**src/rtl/mtimer_pkg.sv**
```systemverilog
// Shared constants and helpers for the machine timer and its consumers.
package mtimer_pkg;

    // Word offsets of the timer registers on the data-memory bus
    localparam logic [2:0] MTIMER_MTIME_LO = 3'd0;
    localparam logic [2:0] MTIMER_MTIME_HI = 3'd1;
    localparam logic [2:0] MTIMER_CMP_LO   = 3'd2;
    localparam logic [2:0] MTIMER_CMP_HI   = 3'd3;
    localparam logic [2:0] MTIMER_CTRL     = 3'd4;

    // Position of the timer interrupt pending bit inside mip
    localparam int MTIP_BIT = 7;

    // Replace the bytes of oldWord selected by strb with those of newWord
    function automatic logic [31:0] mergeBytes(input logic [31:0] oldWord,
                                               input logic [31:0] newWord,
                                               input logic [3:0]  strb);
        logic [31:0] result;
        result = oldWord;
        for (int b = 0; b < 4; b++) begin
            if (strb[b]) begin
                result[b*8 +: 8] = newWord[b*8 +: 8];
            end
        end
        return result;
    endfunction

endpackage

```
**src/rtl/mtimer_prescaler.sv**
```systemverilog
// Divides clk down to a one-cycle tick every PRESCALE enabled cycles.
module mtimer_prescaler
    import mtimer_pkg::*;
#(
    parameter int PRESCALE = 1
) (
    input  logic clk,
    input  logic rst_n,
    input  logic i_en,
    output logic o_tick
);

    localparam int CW = (PRESCALE > 1) ? $clog2(PRESCALE) : 1;
    localparam logic [CW-1:0] LAST = CW'(PRESCALE - 1);

    logic [CW-1:0] r_count;
    logic          w_atLast;

    assign w_atLast = (r_count == LAST);
    assign o_tick   = i_en && w_atLast;

    // Count enabled cycles, wrapping after the last one; disabled cycles freeze the count
    always_ff @(posedge clk or negedge rst_n) begin
        if (!rst_n) begin
            r_count <= '0;
        end else if (i_en) begin
            if (w_atLast) begin
                r_count <= '0;
            end else begin
                r_count <= r_count + CW'(1);
            end
        end
    end

endmodule

```
**src/rtl/mtimer.sv**
```systemverilog
// Memory-mapped 64-bit machine timer with compare register and interrupt level.
module mtimer
    import mtimer_pkg::*;
#(
    parameter int          PRESCALE  = 1,
    parameter logic [63:0] CMP_RESET = 64'hFFFF_FFFF_FFFF_FFFF
) (
    input  logic        clk,
    input  logic        rst_n,
    input  logic        sel,
    input  logic        we,
    input  logic [2:0]  addr,
    input  logic [31:0] wdata,
    input  logic [3:0]  wstrb,
    output logic [31:0] rdata,
    output logic        rvalid,
    output logic        mtip
);

    logic [63:0] r_mtime;
    logic [63:0] r_mtimeCmp;
    logic        r_en;
    logic [31:0] r_hiShadow;
    logic [31:0] r_rdata;
    logic        r_rvalid;
    logic        r_mtip;

    logic        w_tick;
    logic        w_write;
    logic        w_read;
    logic [31:0] w_rdataNext;

    assign w_write = sel && we;
    assign w_read  = sel && !we;

    mtimer_prescaler #(
        .PRESCALE (PRESCALE)
    ) u_prescaler (
        .clk    (clk),
        .rst_n  (rst_n),
        .i_en   (r_en),
        .o_tick (w_tick)
    );

    // mtime: a bus write to either half wins over the tick and suppresses the increment
    always_ff @(posedge clk or negedge rst_n) begin
        if (!rst_n) begin
            r_mtime <= 64'd0;
        end else if (w_write && (addr == MTIMER_MTIME_LO)) begin
            r_mtime[31:0] <= mergeBytes(r_mtime[31:0], wdata, wstrb);
        end else if (w_write && (addr == MTIMER_MTIME_HI)) begin
            r_mtime[63:32] <= mergeBytes(r_mtime[63:32], wdata, wstrb);
        end else if (w_tick) begin
            r_mtime <= r_mtime + 64'd1;
        end
    end

    // mtimecmp halves and the enable bit are plain byte-writable registers
    always_ff @(posedge clk or negedge rst_n) begin
        if (!rst_n) begin
            r_mtimeCmp <= CMP_RESET;
            r_en       <= 1'b1;
        end else if (w_write) begin
            if (addr == MTIMER_CMP_LO) begin
                r_mtimeCmp[31:0] <= mergeBytes(r_mtimeCmp[31:0], wdata, wstrb);
            end
            if (addr == MTIMER_CMP_HI) begin
                r_mtimeCmp[63:32] <= mergeBytes(r_mtimeCmp[63:32], wdata, wstrb);
            end
            if ((addr == MTIMER_CTRL) && wstrb[0]) begin
                r_en <= wdata[0];
            end
        end
    end

    // Read multiplexer; the high mtime word comes from the shadow captured by the low read
    always_comb begin
        w_rdataNext = 32'd0;
        case (addr)
            MTIMER_MTIME_LO: w_rdataNext = r_mtime[31:0];
            MTIMER_MTIME_HI: w_rdataNext = r_hiShadow;
            MTIMER_CMP_LO:   w_rdataNext = r_mtimeCmp[31:0];
            MTIMER_CMP_HI:   w_rdataNext = r_mtimeCmp[63:32];
            MTIMER_CTRL:     w_rdataNext = {31'd0, r_en};
            default:         w_rdataNext = 32'd0;
        endcase
    end

    // Registered read response; a low-word read also snapshots the high word for tear-free pairs
    always_ff @(posedge clk or negedge rst_n) begin
        if (!rst_n) begin
            r_rdata    <= 32'd0;
            r_rvalid   <= 1'b0;
            r_hiShadow <= 32'd0;
        end else begin
            r_rvalid <= w_read;
            if (w_read) begin
                r_rdata <= w_rdataNext;
                if (addr == MTIMER_MTIME_LO) begin
                    r_hiShadow <= r_mtime[63:32];
                end
            end
        end
    end

    // Interrupt level from the pre-update register values, so it trails the crossing by a cycle
    always_ff @(posedge clk or negedge rst_n) begin
        if (!rst_n) begin
            r_mtip <= 1'b0;
        end else begin
            r_mtip <= (r_mtime >= r_mtimeCmp);
        end
    end

    assign rdata  = r_rdata;
    assign rvalid = r_rvalid;
    assign mtip   = r_mtip;

endmodule

```
**config.mk**
```make
export PLATFORM = sky130hd
export DESIGN_NAME = mtimer
export DESIGN_NICKNAME = d
export VERILOG_FILES = /design/src/rtl/mtimer_pkg.sv /design/src/rtl/mtimer_prescaler.sv /design/src/rtl/mtimer.sv
export SDC_FILE = /design/constraint.sdc
export NUM_CORES = 1
export LEC_CHECK = 0
export BUFFER_PORTS_ARGS = -buffer_cell sky130_fd_sc_hd__buf_2
export CORE_UTILIZATION = 40
export CTS_CLUSTER_DIAMETER = 60
export DETAILED_ROUTE_END_ITERATION = 10
export PLACE_DENSITY = 0.69
export SLEW_MARGIN = 20
export SYNTH_ARGS = -nofsm -noshare
export SYNTH_HDL_FRONTEND = slang
export SYNTH_SLANG_ARGS = --single-unit
```
**constraint.sdc**
```tcl
create_clock -name clk -period 2.9 [get_ports clk]
set_input_delay 0.29 -clock clk [delete_from_list [all_inputs] [get_ports clk]]
set_output_delay 0.29 -clock clk [all_outputs]
set_load 0.02 [all_outputs]
```
==> reports/qor.csv <==
metric;value;unit
wl;36540;um
finalNonFillerCells;1727;
drt-initial-drc-count;940;
yosysSeqAreaShare;43.04;%
multi_input_area;6036;um2
cp.required;3.23;ns
die_h;171.8;um
ir_worst_vdd;436.4;uV
numCtsBuffers;17;
pwr-share-seq;44.2;%
synth_edf_count;0;
async_flop_share;100.0;%
pre_cts_slack;0.2068;ns
setup_viol;0;
core_area;28090;um2
tritoncts;done;
grt_max_degree;74;
synthesis.nets;1341;
drt-pass1-iter-count;8;
clk_latency;0.45;ns
ff_latch_area;4961;um2
p_leak;5.882;nW
die_x;171.8;um
ys_seq_elements;195;
period_share;94.27;%
utilization;47.51;%
clockRootBuffer;clkbuf_16;
finalWeightedCongestion;0.9295;
maxCapViolations;0;
grt_pass1_vias;10134;
place_hpwl;27110;um
final_layout_size_suffix_gt1_share;25.22;%
cp_data_arrival_time;3.06;ns
ys_warn_count;0;
layout_min_cycle_time;2.734;ns
fin_tns_setup;0;ns
post-cts-setup-buffer-count;0;
syn_inst;1233;
wl_per_cell;21.16;um
fill_cells;2715;
via_per_inst;6.044;
worstSetupEndpointType;flip-flop;
syn_area_per_cell;9.349;um2
p_switching;3.062;mW
critical_path_class;flip-flop to flip-flop;
cts.sinks;195;
groute.usage.overall;25.70;%
clock-skew-final;0.01274;ns
min_from;wdata[1];
p_int;5.720;mW
setup_slack;0.1662;ns
syn2layout_area_growth;15.76;%
synth_area;11530;um2
antenna_found_initial;2;
cts.clk_slew.worst_paths;0.08;ns
start_util;41.04;%
htree_levels;4;
fin_nets;1443;
synth.distinct_cells;71;
slew_violations;0;
swShare;34.87;%
crit_path_start;r_mtime[0];
place_inst;1693;
outcome;finished clean;
cp_max_fo;6;
synthFlopType;dfrtp_1;
dr_total_vias;10438;
rsz0062_at_grt;false;
io_buffers;76;
pwr-share-clk;29.3;%
p_comb_share;26.5;%
drc;0;
worstMarginPinSlew;1.012;ns
die-area;29500;um2
row_count;61;
clock_path_buffers;2;
drtAntennaViolNets;0;
maxSlewHeadroom;32.44;%
num_io_pins;77;
gr-total-overflow;0;
min_path_type;input port to flip-flop;
rr_startpoint;r_mtime[0];
power_density;658.1;nW/um2
grt_pass1_wl;57460;um
hold_violations;0;
fmax;365.8;MHz
crit_path_start_kind;flip-flop;
## path summary, 6_finish.rpt
kind	slack, ns	cells after the start	endpoint
max reg2reg	0.17	7	r_mtime[60]
min	0.11	3	r_mtimeCmp[1]
min in group asynchronous	0.42	2	r_mtime[0]
min reg2reg	0.48	2	rdata[18]
max in group asynchronous	1.65	3	r_mtimeCmp[30]
max	0.17	7	r_mtime[60]
## stage by stage
step	hold slack (ns)	total power, mW	cell area [um2]
after floorplan	-0.005591	5.274	11530
after global placement	0.3632	6.107	12700
final	0.1073	8.782	13340
after global routing	0.1158	9.259	13340
after CTS	0.1052	8.761	13340
after detailed placement	0.3745	6.199	12700
## synthesized netlist by cell type, types with 36 or more instances
| cell type | count | share of area [%] |
|---|---|---|
| nand2_1 | 147 | 4.8 |
| dfrtp_1 | 130 | 28 |
| o21ai_0 | 104 | 4.5 |
| a21oi_1 | 96 | 4.2 |
| inv_1 | 79 | 2.6 |
| mux2_2 | 74 | 7.2 |
| nor2_1 | 72 | 2.3 |
| dfstp_2 | 65 | 15 |
| ha_1 | 65 | 7.1 |
| clkbuf_1 | 49 | 1.6 |
| nand3_1 | 42 | 1.8 |
| a221oi_1 | 36 | 2.7 |
| nand4_1 | 36 | 2.0 |
## flip-flops by register name (all words and copies together), names as in the netlist
name / count
r_hiShadow: 32
rdata: 32
r_en: 1
rvalid: 1
r_mtime: 64
mtip: 1
r_mtimeCmp: 64
## power by group through the flow
stage	Clock (mW)	Sequential, mW	Combinational (mW)
2_1_floorplan	0	3.85	1.42
3_3_place_gp	0	3.88	2.22
3_5_place_dp	0	3.91	2.29
4_1_cts	2.59	3.86	2.31
5_1_grt	2.70	3.95	2.61
6_report	2.57	3.88	2.33
## cells by family after synthesis
| group | share of synthesized area, % |
|---|---|
| simple gates | 17.15 |
| compound gates | 19.99 |
| flops | 43.04 |
| buf+inv | 4.917 |
| mux | 7.696 |
| fa+ha+maj | 7.055 |
| xor+xnor | 0.1520 |
## worst max-delay path, stage by stage (launching register included)
cell and delay [ns]:
dfrtp_1 0.44, ha_1 0.24, nand4_1 0.19, or3_1 0.49
or4_4 0.59, or4_1 0.53, o21ai_1 0.09, a31oi_1 0.05
## timing repair
action	CTS	global route
hold buffers	1	0
endpoints found under the hold margin	47	0
gates resized for setup	0	0
endpoints found under the setup margin	0	0
## layer usage
| layer | track usage [%] | part of all wire [%] |
|---|---|---|
| met1 | 35.12 | 44 |
| met2 | 40.57 | 46 |
| met3 | 4.257 | 6.5 |
| met4 | 10.00 | 3.6 |
| met5 | 0 | 0.027 |
## layout make-up
type | instances | share of cell area [%]
antenna | 1 | 0.01875
clock buffer | 17 | 3.188
clock inverter | 15 | 1.481
inverter | 79 | 2.222
multi-input combinational | 898 | 45.23
sequential | 195 | 37.18
tap | 378 | 3.544
timing repair buffer | 144 | 7.136
## cells in the final DEF, fill, tap and decap left out, types with 4 or more instances in the layout
cell / n
nand2_1: 146
dfrtp_1: 130
o21ai_0: 104
a21oi_1: 95
inv_1: 79
buf_2: 75
mux2_2: 74
nor2_1: 69
ha_1: 65
dfstp_2: 65
buf_4: 63
nand3_1: 41
nand4_1: 36
a221oi_1: 36
o22a_1: 28
nor3_1: 18
a22o_1: 18
clkbuf_16: 17
a31oi_1: 14
nor4_1: 12
and4_1: 11
and3_1: 11
o22ai_1: 10
a21o_1: 8
and2_1: 7
a2bb2oi_1: 7
nor4_2: 4
a41oi_1: 4
or3_1: 4
or4_1: 4
clkinv_4: 4
inv_8: 4
buf_12: 4
(Power assumes the default switching activity.)
